<file path="src/rtl/alu_ctrl_unit.sv">
// ALU control decoder: maps alu_op plus the R-type funct field to the ALU select, with a sticky illegal-funct side-band.
// Latency: the decode is combinational (zero cycles); the illegal_seen/illegal_cnt side-band updates on the next rising clk.
// Backpressure: none; every cycle is a valid decode, and err_clr clears the side-band synchronously.
//
// Ports:
//   clk, rst_n    rising-edge clock, asynchronous active-low reset (side-band only)
//   alu_op[1:0]   00 load/store, 01 branch, 10 R-type, 11 addi
//   func[5:0]     instruction funct field, only looked at when alu_op == 10
//   err_clr       synchronous clear of illegal_seen / illegal_cnt
//   alu_ctrl[3:0] ALU operation select (combinational)
//   illegal_func  alu_op == 10 with an undefined funct (combinational)
//   illegal_seen  sticky flag: an illegal funct was sampled since reset or clear
//   illegal_cnt   saturating count of cycles sampled with illegal_func == 1
module alu_ctrl_unit #(
  parameter int CNT_W = 8
) (
  input  logic             clk,
  input  logic             rst_n,
  input  logic [1:0]       alu_op,
  input  logic [5:0]       func,
  input  logic             err_clr,
  output logic [3:0]       alu_ctrl,
  output logic             illegal_func,
  output logic             illegal_seen,
  output logic [CNT_W-1:0] illegal_cnt
);

  localparam logic [3:0] OP_AND  = 4'b0000;
  localparam logic [3:0] OP_OR   = 4'b0001;
  localparam logic [3:0] OP_ADD  = 4'b0010;
  localparam logic [3:0] OP_XOR  = 4'b0011;
  localparam logic [3:0] OP_SUB  = 4'b0110;
  localparam logic [3:0] OP_SLT  = 4'b0111;
  localparam logic [3:0] OP_SLTU = 4'b1000;
  localparam logic [3:0] OP_NOR  = 4'b1100;
  localparam logic [3:0] OP_INV  = 4'b1111;

  localparam logic [CNT_W-1:0] CNT_MAX = {CNT_W{1'b1}};
  localparam logic [CNT_W-1:0] CNT_ONE = {{(CNT_W-1){1'b0}}, 1'b1};

  logic             illegal_seen_q, illegal_seen_d;
  logic [CNT_W-1:0] illegal_cnt_q,  illegal_cnt_d;

  // The outer case uses case-equality semantics, so an X/Z alu_op matches no
  // item and falls to the INVALID/not-illegal defaults. func is only examined
  // inside the R-type branch, so it can never poison the other decodes.
  always_comb begin
    alu_ctrl     = OP_INV;
    illegal_func = 1'b0;
    case (alu_op)
      2'b00: alu_ctrl = OP_ADD;
      2'b01: alu_ctrl = OP_SUB;
      2'b11: alu_ctrl = OP_ADD;
      2'b10: begin
        case (func)
          6'b100000: alu_ctrl = OP_ADD;   // add
          6'b100001: alu_ctrl = OP_ADD;   // addu
          6'b100010: alu_ctrl = OP_SUB;   // sub
          6'b100011: alu_ctrl = OP_SUB;   // subu
          6'b100100: alu_ctrl = OP_AND;
          6'b100101: alu_ctrl = OP_OR;
          6'b100110: alu_ctrl = OP_XOR;
          6'b100111: alu_ctrl = OP_NOR;
          6'b101010: alu_ctrl = OP_SLT;
          6'b101011: alu_ctrl = OP_SLTU;
          default: begin
            alu_ctrl     = OP_INV;
            illegal_func = 1'b1;
          end
        endcase
      end
      default: begin
        alu_ctrl     = OP_INV;
        illegal_func = 1'b0;
      end
    endcase
  end

  // Clear takes priority over an event seen in the same cycle.
  always_comb begin
    illegal_seen_d = illegal_seen_q;
    illegal_cnt_d  = illegal_cnt_q;
    if (err_clr) begin
      illegal_seen_d = 1'b0;
      illegal_cnt_d  = '0;
    end else if (illegal_func) begin
      illegal_seen_d = 1'b1;
      if (illegal_cnt_q != CNT_MAX) begin
        illegal_cnt_d = illegal_cnt_q + CNT_ONE;
      end
    end
  end

  always_ff @(posedge clk or negedge rst_n) begin
    if (!rst_n) begin
      illegal_seen_q <= 1'b0;
      illegal_cnt_q  <= '0;
    end else begin
      illegal_seen_q <= illegal_seen_d;
      illegal_cnt_q  <= illegal_cnt_d;
    end
  end

  assign illegal_seen = illegal_seen_q;
  assign illegal_cnt  = illegal_cnt_q;

endmodule

</file>
<file path="config.mk">
export PLATFORM = sky130hd
export DESIGN_NAME = alu_ctrl_unit
export DESIGN_NICKNAME = d
export VERILOG_FILES = /design/src/rtl/alu_ctrl_unit.sv
export SDC_FILE = /design/constraint.sdc
export NUM_CORES = 1
export LEC_CHECK = 0
export ABC_AREA = 0
export BUFFER_PORTS_ARGS = -buffer_cell sky130_fd_sc_hd__buf_2
export CAP_MARGIN = 30
export CORE_UTILIZATION = 46
export DETAILED_ROUTE_END_ITERATION = 10
export PLACE_DENSITY = 0.75
export SLEW_MARGIN = 40
export SYNTH_ARGS = -nofsm -noshare
export SYNTH_HDL_FRONTEND = slang
export SYNTH_SLANG_ARGS = --single-unit
</file>
<file path="constraint.sdc">
create_clock -name clk -period 2.4 [get_ports clk]
set_clock_uncertainty 0.05 [all_clocks]
set_input_delay 0.6 -clock clk [delete_from_list [all_inputs] [get_ports clk]]
set_output_delay 0.6 -clock clk [all_outputs]
set_load 0.005 [all_outputs]
</file>
* Yosys cells after proc, flatten, opt, wreduce, memory -nomap -nowiden
Cells that the tools add are included.
** Word-level totals
- Word-level logic and storage cells :: 34
- Output and inout bits :: 14
- Input bits :: 11
- Flip-flop bits (word level) :: 9
** Operators by class
- Equal/unequal tests :: 14
- Add/sub/neg operators :: 1
- Mux-type cells :: 9
- Reduce and logical (&&, ||, !) cells :: 8
** Operators with widths (count)
- $eq A6 B6 Y1 const B :: 10
- $pmux W4 S8 :: 1
- $mux W8 :: 3
- $pmux W4 S3 :: 1
- $reduce_or A10 Y1 :: 1
- $add A8 B1 Y8 const B :: 1
- $ne A8 B8 Y1 const B :: 1
- $reduce_or A2 Y1 :: 3
- $eq A2 B2 Y1 const B :: 2
- $mux W1 :: 4
- $reduce_bool A2 Y1 :: 2
- $eq A2 B1 Y1 const B :: 1
- $logic_not A2 Y1 :: 1
- $reduce_and A2 Y1 :: 1

* Longest topological paths before layout
Gate-level depths: netlist (run 1).
- Depth after elaboration :: 6
- Gate-level depth with buffers :: 8
- Mapped depth without buffers :: 7

* Least setup slack after synthesis (run 1)
Ideal clock, no wire load.
- Path type :: in2out
- From :: input port alu_op[0]
- To :: output port illegal_func
- Cell stages on the path :: 6
- Data arrival time :: 1588 ps
- Required time :: 1750 ps
- Path buffers :: 1
- Slack :: 162 ps
- Path through :: inv_1 -> ha_1 -> and2_1 -> a22oi_1 -> buf_2 -> inv_1
** Between the ends
- Longest elaborated chain between the ends :: 2
** Ends and longest elaborated chain
- start: declaration :: RTL line 19 : input logic [1:0] alu_op,
- $eq A2 B2 Y1 :: RTL line 50 : case (alu_op)
- $mux W1 :: RTL line 50
- end: declaration :: RTL line 23 : output logic illegal_func,
Every way passes these cells.

* Final worst setup path (run 1)
Same ends and word-level chain as after synthesis.

==> results.txt, run 1 <==
----------------------------------------------------
[GRT]
  Layer carrying the most global-route usage ... met2
  Global-route met1 utilization ... 30.4%
  Overflow after GRT ... 0
  First-pass GRT wire length ... around 2.4 mm
  M2 GR Usage ... between 30% and 40%
  Number of antenna violations at the first check in global routing ... 0
  Largest net degree at the start of global routing ... 15
  Via count of the first global-routing pass ... around 550
  Total global-route track usage ... a little under a quarter
  Met3 routing resource usage after global routing ... 6.67%

[Placed design]
  Area after DPL ... 811 sq um
  Final Wtd Congestion ... around 0.7
  Estimated wirelength of the detail-placed design ... between 1 and 1.5 mm
  Port Buffers ... 24
  Cell Count Post-Placement ... 120

[CTS]
  Clock sink count ... 9
  # resized after CTS ... 0
  Buffers inserted by post-CTS timing repair ... 0
  Number of buffers created by CTS ... 3
  Worst-Skew Late Latency ... between 0.2 and 0.3 ns
  Clock slew at reported path FFs ... about 0.060 ns
  CTS Root Cell ... clkbuf_4
  Number of buffers inserted for hold repair after clock tree synthesis ... 0
  H-tree depth ... 1
  CTS tree ... done
  Clock Tree Buf Depth ... 2

[Critical path]
  Setup slack on the worst flop-to-flop path ... about 0.67 ns
  FF-to-FF path depth ... 4
  Worst EP arrival ... 1.52 ns
  Worst-path maximum fanout ... 4
  Crit. End Element ... output pin
  Reg-to-reg critical path endpoint ... illegal_cnt[3]
  Category of the worst setup path launch point ... primary input
  Setup CP Type ... in -> out
  Startpoint of the worst register-to-register path ... illegal_cnt[0]
  Req. time, crit path ... around 1.8 ns

[Finish]
  Area added between synthesis and finish ... 22.8%
  Design area ... 837 sq um
  Inserted Diodes ... 0
  Final cell count without fillers ... 124
  Proportion of layout cells with a drive suffix above 1 ... between 20 and 30%
  Number of nets in the layout ... 124
  Core Util, Final ... 62.8%

[Pwr]
  Power Density ... 418 nW/um^2
  Reported leakage power ... 0.395 nW
  Internal Dissipation ... about 0.00025 W
  Switching part of the total power ... between 20% and 30%
  Share of total power in the clock network ... 34.0%
  Power dissipated by switching net loads ... approximately 0.000098 W
  Logic gate share of total power ... about a fifth
  Design Power ... between 0.0003 and 0.0004 W
  VDD IR-drop max ... just over 300 uV
  Sequential share of power ... a little under half

[Drt]
  Post-route ant nets ... 0
  Via count ... just over 700
  # DRC ... 0
  Ratio of routed vias to standard cells ... approximately 6
  Mean routed wirelength per cell ... around 13 um
  Total wire length ... 1.58 mm
  Detailed router's first-iteration violation count ... 14
  First-pass DRT Iterations ... 4

[Logic synthesis]
  Netlist area before placement ... 682 sq um
  Unique masters post-synth ... 29
  Library cell with the largest summed area after synthesis ... dfrtp_1
  Share of synthesized registers carrying an async set or reset ... 100%
  Yosys reg bits ... 9
  Yosys top cell area share ... between 30% and 40%
  Post-synth net total ... 97
  Top area cells in the synthesized netlist ... dfrtp_1 33%, a21oi_1 6.6%, ha_1 5.5%, or4_1 4.4%, nand2b_1 3.7%
  Predominant post-synthesis flop cell ... dfrtp_1
  Number of warnings printed during yosys synthesis ... 0
  Synthesized area per cell ... roughly 8 sq um
  Number of synthesized flops with an enable pin ... 0
  Most frequent cells after synthesis ... 9 x a21oi_1, 9 x dfrtp_1, 6 x inv_1
  Number of instances in the synthesized netlist ... 83
  Seq/Total Area, Yosys ... 33.0%

[Floorplan]
  Ports placed on the boundary ... 25
  Die Span X ... 40.5 um
  Placeable core region ... 1330 sq um
  Starting density of the core ... about half
  Die ar. ... approximately 1600 sq um
  Die Height ... 40.5 um
  Count of standard-cell rows ... 13

[Run]
  Max Cap Violations ... 0

[STA]
  Shortest period the worst path allows ... 2.17 ns
  Total negative slack for setup checks ... 0 ns
  Final Hold Viols ... 0
  RSZ-0062 raised after global routing ... no
  Headroom to the max-slew limit ... about four fifths
  Final setup viols ... 0
  Fraction of the cycle the final worst path needs ... 90.5%
  Highest clock rate ... about 0.46 GHz
  Final-report max-slew violation count ... 0
  Actual transition at the worst max-transition pin ... roughly 0.28 ns

[Hold path]
  HP Class ... in -> async

[Outcome]
  Result of the run ... finished, final reports clean

----------------------------------------------------
[state kept, by name, indices dropped and copies added, names as in the netlist]
| signal | flops |
|---|---|
| illegal_seen | 1 |
| illegal_cnt | 8 |
[how the worst max path moves through the flow]
stage / start / end / cells past startpoint
detailed placement: alu_op[0] / illegal_func / 7
global route: alu_op[0] / illegal_func / 7
finish: alu_op[0] / illegal_func / 7
global placement: alu_op[0] / illegal_func / 7
CTS: alu_op[0] / illegal_func / 7
floorplan: alu_op[0] / illegal_func / 6
[metal layers]
layer,vias up,wire length [um]
met5,-,0
met4,0,4
met3,2,82
met2,18,747
met1,338,751
li1,365,-
[cells by family after synthesis]
logic type      synth area share, %
simple gates                   29.9
fa+ha+maj                      5.51
buf+inv                        6.97
compound gates                 24.6
flops                          33.0
[placed cells by master, fill, tap and decap left out, types with 4 or more instances in the layout]
master	instances
nor2_1	4
nand2_1	4
or4_1	4
nand2b_1	4
dfrtp_1	9
inv_1	6
nand3_1	4
buf_2	24
a21oi_1	9
[final cells by class]
cell class,count,area [sq um]
Tap cell,15,18.8
Timing Repair Buffer,26,135
Inverter,6,22.5
Sequential cell,9,225
Fill cell,130,497
Clock buffer,4,26.3
Multi-Input combinational cell,64,409
[worst max-delay path: stages]
cell	delay, ns
buf_2	0.09
inv_1	0.04
ha_1	0.20
and2_1	0.16
a22oi_1	0.17
inv_1	0.12
buf_2	0.14
[power by group through the flow]
stage / logic, W / registers [W] / clock network, W
final: 0.0000717 / 0.000159 / 0.000119
after global routing: 0.0000823 / 0.000160 / 0.000132
after CTS: 0.0000722 / 0.000159 / 0.000123
after detailed placement: 0.0000718 / 0.000162 / 0
after global placement: 0.0000701 / 0.000162 / 0
after floorplan: 0.0000399 / 0.000162 / 0
[metrics by stage]
step / hold WS (ns) / setup slack [ns]
2_1_floorplan: 0.254 / 0.162
3_3_place_gp: 0.413 / 0.250
3_5_place_dp: 0.414 / 0.237
4_1_cts: 0.130 / 0.236
5_1_grt: 0.134 / 0.145
6_report: 0.128 / 0.229
Note: power is estimated with default switching activity, not from simulation.
==> run 2: changes to the inputs <==
==> constraint.sdc (replaced) <==
create_clock -name clk -period 2.4 [get_ports clk]
set_clock_uncertainty 0.05 [all_clocks]
set_input_delay 0.72 -clock clk [delete_from_list [all_inputs] [get_ports clk]]
set_output_delay 0.72 -clock clk [all_outputs]
set_load 0.005 [all_outputs]
==> run 2 against run 1 <==
Effect of this change: utilization increased by 2.8 points; critical endpoint unchanged; sequential share of layout area decreased by 1.2 points; clock power about the same; highest routed layer unchanged; critical path type unchanged; cell count increased by 1.6%; non-clock buffer count increased by 2; fmax decreased by 5.4%; worst setup slack got worse by 0.12 ns.
==> results.txt, run 2 (synthesis results as in run 1) <==
----------------------------------------------------
[Floorplan]
  Die Height ... 40.5 um (unchanged)
  Die Span X ... 40.5 um (unchanged)
  Count of standard-cell rows ... 13 (unchanged)
  Starting density of the core ... 51.1% (unchanged)
  Die ar. ... 1640 sq um (unchanged)
  Placeable core region ... 1330 sq um (unchanged)
  Ports placed on the boundary ... 25 (unchanged)

[Finish]
  Area added between synthesis and finish ... 28.3%
  Most frequent cells in the layout ... 24 x buf_2, 9 x a21oi_1, 9 x dfrtp_1
  Number of nets in the layout ... 126 (+1.6%)
  Number of flip-flops under the largest register name ... 8 (unchanged)
  Core Util, Final ... 65.6% (+2.8 points)
  Proportion of layout cells with a drive suffix above 1 ... 33.3% (+4.0 points)
  Inserted Diodes ... 0 (unchanged)
  Design area ... 875 sq um (+4.5%)
  Filler cell count in the final layout ... 122 (-6.2%)
  Most frequent standard cell in the layout excluding fill and tap cells ... buf_2

[Critical path]
  Startpoint of the most critical setup path ... alu_op[0]
  Cell family with most CP delay ... buffers and inverters
  Worst EP arrival ... 1.53 ns (about the same)
  Setup slack on the worst flop-to-flop path ... 0.70 ns (+0.03 ns)
  Setup CP Type ... in -> out
  Delay of the slowest cell on the worst path ... 0.16 ns (-0.04 ns)
  Library cell contributing the largest single delay on the critical path ... ha_4
  Number of buffer and inverter instances along the worst setup path ... 4 (unchanged)
  Category of the worst setup path launch point ... primary input
  Startpoint of the worst register-to-register path ... illegal_cnt[0]
  Worst-path maximum fanout ... 3 (-1)
  FF-to-FF path depth ... 4 (unchanged)
  Worst-path cell chain ... buf_2, inv_1, ha_4, and2_1, a22oi_2, inv_1, buf_2
  Reg-to-reg critical path endpoint ... illegal_cnt[3]
  Req. time, crit path ... 1.63 ns (-0.12 ns)
  Crit. End Element ... output pin

[Pwr]
  Power Density ... 412 nW/um^2 (-1.3%)
  Sequential share of power ... 44.1% (-1.4 points)
  Power dissipated by switching net loads ... 0.000103 W (+5.1%)
  Reported leakage power ... 0.408 nW (+3.2%)
  VDD IR-drop max ... 363 uV (+19%)
  Switching part of the total power ... 28.5% (+0.55 points)
  Logic gate share of total power ... 22.4% (+1.9 points)
  Share of total power in the clock network ... 33.5% (-0.5 points)
  Internal Dissipation ... 0.000258 W (+2.3%)

[Outcome]
  Result of the run ... finished, final reports clean

[Drt]
  Ratio of routed vias to standard cells ... 5.66 (-2.9%)
  # DRC ... 0 (unchanged)
  Detailed router's first-iteration violation count ... 15 (+1)
  Via count ... 713 (-1.4%)
  First-pass DRT Iterations ... 5 (+1)
  Post-route ant nets ... 0 (unchanged)
  Mean routed wirelength per cell ... 12.8 um (+0.21%)
  Total wire length ... 1.61 mm (+1.8%)

[Run]
  Max Cap Violations ... 0 (unchanged)

[GRT]
  Largest net degree at the start of global routing ... 15 (unchanged)
  Number of antenna violations at the first check in global routing ... 0 (unchanged)
  Overflow after GRT ... 0 (unchanged)
  Total global-route track usage ... 23.2% (+0.71 points)
  First-pass GRT wire length ... 2.48 mm (+3.2%)
  Via count of the first global-routing pass ... 556 (+0.54%)

[CTS]
  Buffers inserted by post-CTS timing repair ... 0 (unchanged)
  Number of buffers created by CTS ... 3 (unchanged)
  H-tree depth ... 1 (unchanged)
  Worst-Skew Late Latency ... 0.26 ns (about the same)
  CTS tree ... done
  Clock sink count ... 9 (unchanged)
  Clock slew at reported path FFs ... 0.06 ns (about the same)
  Clock Tree Buf Depth ... 2 (unchanged)
  CTS Root Cell ... clkbuf_4

[STA]
  Final Hold Viols ... 0 (unchanged)
  Final-report max-slew violation count ... 0 (unchanged)
  Final setup viols ... 0 (unchanged)
  Fraction of the cycle the final worst path needs ... 95.6% (+5.2 points)
  Headroom to the max-slew limit ... 78.3% (-3.1 points)
  RSZ-0062 raised after global routing ... no
  Actual transition at the worst max-transition pin ... 0.321 ns (+0.0453 ns)
  Shortest period the worst path allows ... 2.30 ns (+0.124 ns)
  Highest clock rate ... 0.436 GHz (-5.4%)
  Total negative slack for setup checks ... 0 ns (unchanged)

[Placed design]
  Final Wtd Congestion ... 0.754 (+6.2%)
  Area after DPL ... 831 sq um (+2.5%)
  Port Buffers ... 24 (unchanged)
  Estimated wirelength of the detail-placed design ... 1.19 mm (+1.4%)

[Hold path]
  HP Class ... in -> async

----------------------------------------------------
## run 2: worst max-delay path by stage
stage                     cells past startpoint            to  slack (ns)
after floorplan                               6  illegal_func        0.03
after global placement                        7  illegal_func        0.07
after detailed placement                      7   alu_ctrl[1]        0.04
after CTS                                     7   alu_ctrl[1]        0.04
after global routing                          6   alu_ctrl[2]        0.02
final                                         7  illegal_func        0.10
## run 2: per-layer routing
| layer | vias to the layer above | GRT usage [%] | share of wire [%] |
|---|---|---|---|
| met2 | 22 | 35.7 | 45 |
| met5 | - | 0 | 0 |
| met3 | 2 | 6.67 | 4.0 |
| met4 | 0 | 7.50 | 1.1 |
| li1 | 367 | - | - |
| met1 | 322 | 30.9 | 50 |
## run 2: cell type report
cell class	instances	area, sq um	area share [%]
Clock buffer	4	26.3	3.00
Tap cell	15	18.8	2.15
Inverter	6	22.5	2.58
Timing Repair Buffer	28	150	17.2
Sequential cell	9	225	25.8
Multi-Input combinational cell	64	432	49.4
## run 2: power by group through the flow
stage,sequential (W),combinational [W],clock [W]
CTS,0.000159,0.0000773,0.000125
detailed placement,0.000162,0.0000770,0
global route,0.000160,0.0000922,0.000133
floorplan,0.000162,0.0000417,0
finish,0.000159,0.0000807,0.000121
global placement,0.000162,0.0000745,0
## run 2: repair_timing
action | CTS | global route
endpoints found under the setup margin | 0 | 2
resized for setup | 0 | 3
hold buffers | 0 | 0
endpoints found under the hold margin | 0 | 0
## run 2: through the flow
stage | std cells | hold WS, ns | total power [W] | setup slack, ns
final | 126 | 0.246 | 0.000360 | 0.105
after global routing | 126 | 0.253 | 0.000385 | 0.0237
after CTS | 126 | 0.249 | 0.000361 | 0.0368
after detailed placement | 122 | 0.435 | 0.000239 | 0.0376
after global placement | 122 | 0.428 | 0.000236 | 0.0656
after floorplan | 83 | 0.374 | 0.000203 | 0.0311
## run 2: worst register-to-register path, delay by kind of cell, from the launching register on
family | cells | cell delay [ns]
AO/OA/AOI/OAI | 1 | 0.15
adder cells (fa/ha/maj) | 1 | 0.30
flip-flops | 1 | 0.43
AND/OR/NAND/NOR | 2 | 0.69
